## src/rtl/alu_seq_datapath.sv

```systemverilog
// rtl/alu_seq_datapath.sv - multi-cycle ALU datapath with operand buffers, latency FSM and result hold
// Optional saturating ADD/SUB when ALU_SAT_EN is defined.
module alu_seq_datapath #(
    parameter int DATA_WIDTH = 8,
    parameter int LATENCY    = 2
) (
    input  logic                  clk,
    input  logic                  reset,
    input  logic [DATA_WIDTH-1:0] alu_data,
    input  logic [2:0]            opcode_value,
    input  logic                  store_a,
    input  logic                  store_b,
    input  logic                  start,
    output logic                  busy,
    output logic                  alu_done,
    output logic [DATA_WIDTH-1:0] result,
    output logic                  overflow
);

    localparam int CW = (LATENCY > 1) ? $clog2(LATENCY) : 1;

    typedef enum logic [1:0] {
        S_IDLE = 2'd0,
        S_EXEC = 2'd1,
        S_DONE = 2'd2
    } state_t;

    localparam logic [2:0] OP_ADD  = 3'b000;
    localparam logic [2:0] OP_SUB  = 3'b001;
    localparam logic [2:0] OP_PAR  = 3'b010;
    localparam logic [2:0] OP_COMP = 3'b011;
    localparam logic [2:0] OP_AND  = 3'b100;
    localparam logic [2:0] OP_OR   = 3'b101;
    localparam logic [2:0] OP_XOR  = 3'b110;
    localparam logic [2:0] OP_PASS = 3'b111;

    state_t                state;
    logic [DATA_WIDTH-1:0] buf_a;
    logic [DATA_WIDTH-1:0] buf_b;
    logic [2:0]            op_q;
    logic [CW-1:0]         cnt;

    logic [DATA_WIDTH:0]   sum;
    logic [DATA_WIDTH:0]   diff;
    logic [DATA_WIDTH-1:0] alu_res;
    logic                  alu_ovf;

    // Stores are blocked during EXEC, so the buffers double as the operand snapshot.
    assign sum  = {1'b0, buf_a} + {1'b0, buf_b};
    assign diff = {1'b0, buf_a} - {1'b0, buf_b};

    always_comb begin
        alu_res = '0;
        alu_ovf = 1'b0;
        case (op_q)
            OP_ADD: begin
                alu_res = sum[DATA_WIDTH-1:0];
                alu_ovf = sum[DATA_WIDTH];
`ifdef ALU_SAT_EN
                if (sum[DATA_WIDTH]) alu_res = '1;
`endif
            end
            OP_SUB: begin
                alu_res = diff[DATA_WIDTH-1:0];
                alu_ovf = diff[DATA_WIDTH];
`ifdef ALU_SAT_EN
                if (diff[DATA_WIDTH]) alu_res = '0;
`endif
            end
            OP_PAR:  alu_res[0] = ^{buf_a, buf_b};
            OP_COMP: begin
                alu_res[1] = (buf_a < buf_b);
                alu_res[0] = (buf_a > buf_b);
            end
            OP_AND:  alu_res = buf_a & buf_b;
            OP_OR:   alu_res = buf_a | buf_b;
            OP_XOR:  alu_res = buf_a ^ buf_b;
            OP_PASS: alu_res = buf_a;
        endcase
    end

    always_ff @(posedge clk) begin
        if (reset) begin
            state    <= S_IDLE;
            buf_a    <= '0;
            buf_b    <= '0;
            op_q     <= '0;
            cnt      <= '0;
            result   <= '0;
            overflow <= 1'b0;
            alu_done <= 1'b0;
            busy     <= 1'b0;
        end else begin
            alu_done <= 1'b0;
            case (state)
                S_IDLE, S_DONE: begin
                    // One action per edge: store_a, then store_b, then start.
                    state <= S_IDLE;
                    if (store_a) begin
                        buf_a <= alu_data;
                    end else if (store_b) begin
                        buf_b <= alu_data;
                    end else if (start) begin
                        op_q  <= opcode_value;
                        cnt   <= CW'(LATENCY - 1);
                        state <= S_EXEC;
                        busy  <= 1'b1;
                    end
                end
                S_EXEC: begin
                    if (cnt == '0) begin
                        state    <= S_DONE;
                        result   <= alu_res;
                        overflow <= alu_ovf;
                        alu_done <= 1'b1;
                        busy     <= 1'b0;
                    end else begin
                        cnt <= cnt - CW'(1);
                    end
                end
                default: begin
                    state <= S_IDLE;
                    busy  <= 1'b0;
                end
            endcase
        end
    end

endmodule
```

## config.mk

```make
export PLATFORM = sky130hd
export DESIGN_NAME = alu_seq_datapath
export DESIGN_NICKNAME = d
export VERILOG_FILES = /design/src/rtl/alu_seq_datapath.sv
export SDC_FILE = /design/constraint.sdc
export NUM_CORES = 1
export LEC_CHECK = 0
export ABC_AREA = 0
export CAP_MARGIN = 20
export CELL_PAD_IN_SITES_DETAIL_PLACEMENT = 0
export CELL_PAD_IN_SITES_GLOBAL_PLACEMENT = 2
export CORE_MARGIN = 1
export CORE_UTILIZATION = 34
export DETAILED_ROUTE_END_ITERATION = 6
export GPL_TIMING_DRIVEN = 0
export PLACE_DENSITY = 0.88
export SYNTH_ARGS = -nofsm -noshare
export SYNTH_HDL_FRONTEND = slang
export SYNTH_SLANG_ARGS = --single-unit
export TNS_END_PERCENT = 10
```

## constraint.sdc

```tcl
create_clock -name clk -period 2.69 [get_ports clk]
set_input_delay 0.4035 -clock clk [delete_from_list [all_inputs] [get_ports clk]]
set_output_delay 0.4035 -clock clk [all_outputs]
set_load 0.05 [all_outputs]
```

==> flow_summary.ini, run 1 <==
[setup_path]
setup.worst_path.class = register to register
cp_data_arrival_time_ps = 2500
cp.required_ps = 2860
crit_fanout = 10
critPathCaptureType = register
critPathLaunchType = register

[clock_tree]
clk_pin_slew_ps = 70
cts.hold.buffers_added = 0
postCtsSetupBuffers = 0
htree_num_levels = 2
clock_sinks = 33
cts_tree = built
cts-resized-gates = 0
cts.path.max_buffers = 2
cts_made_buffers = 5
clk_latency_ps = 300
cts-root-buf = clkbuf_8

[placed_design]
hpwl_um = 5020
gp_routability_congestion = 0.850
port_buffers = 25

[hold_path]
hold_class = register to register

[sta]
relSlewSlack = 0.386
whs_ps = 455
setup_viol = 0
finalClockSkew_ps = 11.3
finalHoldViolCount = 0
tns_ps = 0
maxSlewViolCount = 0
worst_slew_pin_slew_ps = 920
finalCritPeriodShare = 0.867
rsz0062_at_grt = no
fin_crit_ps = 2330
max_freq_mhz = 429

[drt]
route.detailed.wl_per_inst_um = 14.8
first_pass_iters = 4
vias = 2236
routed_wl_um = 6540
drtIter0Drc = 137
vias_per_cell = 5.05
post-route-drc-count = 0
final_antenna_net_count = 0

[finish]
nFillCells = 762
finalNetCount = 385
diodes = 0
drive_above_1_share = 0.0785
final_cell_mix = nor2_1 (45), dfxtp_1 (33), inv_1 (30), a21oi_1 (29), clkdlybuf4s50_1 (25)
final_common_cell = nor2_1
syn2layout_area_growth_pct = 18.0

[floorplanning]
die_y_um = 88.7
start_util = 0.352
rows = 31
dieArea_um2 = 7860
die_w_um = 88.7
pin_count = 27
core_um2 = 7250

[grt]
grt_overflow = 0
track_usage = 0.176
grt_start_max_net_pins = 12
grt_pass1_wl_um = 10300
antenna_found_initial = 0
grt_pass1_vias = 1994

[synth]
synth.distinct_cells = 53
ys_seq_elements = 33
netlist_area_um2 = 2550
yosysSeqAreaShare = 0.259
ys.flop_type = dfxtp_1
synth_edf_count = 0
async_flop_share = 0
syn_area_per_cell_um2 = 8.21
synth_warnings = 0
synth_nets = 353
netlist_instances = 311

[pwr]
power_mw = 1.31
total_leakage_power_nw = 1.22
pwr_density_cell_nw_per_um2 = 435
vdd_drop_max_v = 0.000183

[status]
status = completed

[job]
cap_violations = 0
[layout make-up]
class / instances / area (um2) / share of cell area
flip-flops and latches: 33 / 661 / 0.219
inverters: 31 / 116 / 0.0386
clock buffers: 5 / 68.8 / 0.0228
well taps: 99 / 124 / 0.0411
repair buffers: 25 / 250 / 0.0830
clock inverters: 3 / 17.5 / 0.00581
plain buffers: 20 / 90.1 / 0.0299
multi-input cells: 227 / 1690 / 0.560
[state kept, by name, indices dropped and copies added (netlist names)]
| register | cells |
|---|---|
| busy | 1 |
| result | 8 |
| overflow | 1 |
| op_q | 3 |
| buf_a | 8 |
| buf_b | 8 |
| alu_done | 1 |
| state | 2 |
| cnt | 1 |
[critical path, cell delays in order, from the launching register on]
cell and delay (ps):
dfxtp_1 450, inv_1 80, ha_1 310, clkbuf_1 320
and3_1 210, a22oi_1 120, a21oi_1 280, o21ai_1 110
a41o_1 220, o2bb2ai_1 120
[kinds of logic (layout without fill, tap and decap cells)]
group,count (synthesis),after routing,share of synthesized area
DFF,33,33,0.259
AOI/OAI and AO/OA,76,76,0.193
muxes,18,18,0.105
and+or+nand+nor,90,90,0.171
buffers and inverters,51,84,0.0808
xor gates and xnor gates,17,17,0.0583
adders and majority gates,26,26,0.133
[path summary, 6_finish.rpt]
kind	from	endpoint	slack (ps)	cells after the start
setup reg to reg	buf_a[4]	result[7]	360	9
setup / recovery	buf_a[4]	result[7]	360	9
hold reg to reg	result[1]	result[1]	460	2
hold / removal	result[1]	result[1]	460	2
[stage by stage]
stage	instance area (um2)	util	instances	setup WS, ps
finish	3010	0.416	443	357
global route	3010	0.416	443	162
CTS	3010	0.416	443	403
detailed placement	2930	0.404	435	163
global placement	2930	0.404	435	168
floorplan	2550	-	311	729
[Yosys cell counts, types with 4 or more instances]
cell / count / area, um2
nor2_1: 45 / 169
dfxtp_1: 33 / 661
inv_1: 30 / 113
a21oi_1: 29 / 145
ha_1: 24 / 300
xnor2_1: 15 / 131
clkbuf_1: 13 / 48.8
mux2i_1: 11 / 110
o21ai_0: 10 / 50.1
nor3_1: 9 / 45.0
mux4_2: 7 / 158
nand2_1: 7 / 26.3
buf_2: 6 / 30.0
a21o_1: 4 / 30.0
and3_1: 4 / 25.0
nand2b_1: 4 / 25.0
nand3_1: 4 / 20.0
nor2b_1: 4 / 25.0
[metal layers]
| layer | vias up | routed length (um) | track usage |
|---|---|---|---|
| li1 | 1143 | - | - |
| met1 | 1038 | 3270 | 0.247 |
| met2 | 48 | 2980 | 0.283 |
| met3 | 7 | 220 | 0.0252 |
| met4 | 0 | 72 | 0.0440 |
| met5 | - | 0 | 0 |
[power by group]
part           switching, mW  internal, mW  total, mW
Combinational          0.216         0.168      0.384
Clock                  0.209         0.179      0.388
Sequential            0.0269         0.512      0.539
(Power assumes the default switching activity.)
==> inputs of run 2 (changes only) <==
RECOVER_POWER = 50   (was not set)
TNS_END_PERCENT = 50   (was 10)
==> run 2 against run 1 <==
Net effect: global-route usage unchanged; critical path type unchanged; largest power group unchanged; setup slack improved by 7.0 ps; critical path depth unchanged.
==> flow_summary.ini, run 2 (synthesis results as in run 1) <==
[grt]
grt_pass1_vias = 1994
grt_use_met1 = 0.247
grt_start_max_net_pins = 12
grt.busiest_layer = met2
track_usage = 0.176
gr-usage-met3 = 0.0252
grt_pass1_wl_um = 10300
globalRouteMet2Util = 0.283
antenna_found_initial = 0
grt_overflow = 0

[drt]
first_pass_iters = 4
drtIter0Drc = 115
routed_wl_um = 6530
route.detailed.wl_per_inst_um = 14.7
post-route-drc-count = 0
vias = 2241
final_antenna_net_count = 0
vias_per_cell = 5.06

[pwr]
vdd_drop_max_v = 0.000181
power_mw = 1.31
total_leakage_power_nw = 1.24
pwr_density_cell_nw_per_um2 = 434

[sta]
fin_crit_ps = 2330
worst_slew_pin_slew_ps = 1290
setup_viol = 0
layout_setup_ws_ps = 364
finalHoldViolCount = 0
tns_ps = 0
rsz0062_at_grt = no
max_freq_mhz = 430
relSlewSlack = 0.128
maxSlewViolCount = 0
finalCritPeriodShare = 0.865
finalClockSkew_ps = 10.0

[placed_design]
dp_slack_ps = 163
gp_routability_congestion = 0.850
hpwl_um = 5020
placed_area_um2 = 2930
port_buffers = 25

[finish]
nFillCells = 761
finalNetCount = 385
multi_input_area_um2 = 1680
largestRegisters = buf_a: 8 flops, buf_b: 8 flops, result: 8 flops
diodes = 0
register_area_um2 = 661
final_common_cell = nor2_1
syn2layout_area_growth_pct = 17.8
finish.utilization = 0.415
final_cell_mix = nor2_1 (45), dfxtp_1 (33), inv_1 (30), a21oi_1 (29), ha_1 (24)
drive_above_1_share = 0.0756
fin_area_um2 = 3010

[setup_path]
cp_num_cells = 9
cp_data_arrival_time_ps = 2500
cpLargestDelayFamily = compound AO/OA/AOI/OAI gates
crit_fanout = 10
critPathCaptureType = register
setup.worst_path.class = register to register
cpPeakStageDelay_ps = 450
cp_cell_sequence = inv_1 > ha_1 > clkbuf_1 > and3_1 > a22oi_1 > a21oi_1 > o21ai_1 > a41o_1 > o2bb2ai_1
cp.required_ps = 2860
critPathLaunchType = register
reg2reg_depth = 9
cpMaxStageDelayCell = dfxtp_1
critPathBufInv = 2

[clock_tree]
clk_pin_slew_ps = 70
cts_tree = built
cts-resized-gates = 0
clock_sinks = 33
htree_num_levels = 2
cts_made_buffers = 5
cts.hold.buffers_added = 0
cts-root-buf = clkbuf_8
clk_latency_ps = 300
cts.path.max_buffers = 2
postCtsSetupBuffers = 0

[floorplanning]
pin_count = 27
core_um2 = 7250
dieArea_um2 = 7860
die_y_um = 88.7
start_util = 0.352
die_w_um = 88.7
rows = 31

[status]
status = completed

[hold_path]
hold_class = register to register
hold_path_depth = 2

[job]
cap_violations = 0
-- run 2: power by group --
part           switching [mW]  internal (mW)  leakage, nW
combinational           0.215          0.166        0.928
clock                   0.207          0.179       0.0439
sequential             0.0266          0.512        0.270
total                   0.449          0.857         1.24
-- run 2: routing by layer --
layer | routed length (um) | part of all wire
met1 | 3160 | 0.48
met2 | 2980 | 0.46
met3 | 329 | 0.050
met4 | 70 | 0.011
met5 | 0 | 0
-- run 2: final timing paths --
| kind | from | endpoint | slack (ps) |
|---|---|---|---|
| worst max-delay path | buf_a[4] | result[7] | 360 |
| worst min-delay path | result[1] | result[1] | 450 |
| worst max register to register | buf_a[4] | result[7] | 360 |
| worst min register to register | result[1] | result[1] | 450 |
-- run 2: final cells by class --
type / count / area share
well taps: 99 / 0.0412
repair buffers: 25 / 0.0832
multi-input cells: 227 / 0.559
clock inverters: 3 / 0.00582
clock buffers: 5 / 0.0229
flip-flops and latches: 33 / 0.220
plain buffers: 20 / 0.0300
inverters: 31 / 0.0387
-- run 2: tightest hold or removal path, delay by kind of cell, from the launching register on --
family / cells / cell delay [ps]
simple gates: 1 / 50
flops: 1 / 310
compound gates: 1 / 50
-- run 2: through the flow --
stage,instances,hold WS (ps)
after floorplan,311,490
after global placement,435,444
after detailed placement,435,450
after CTS,443,461
after global routing,443,478
final,443,452
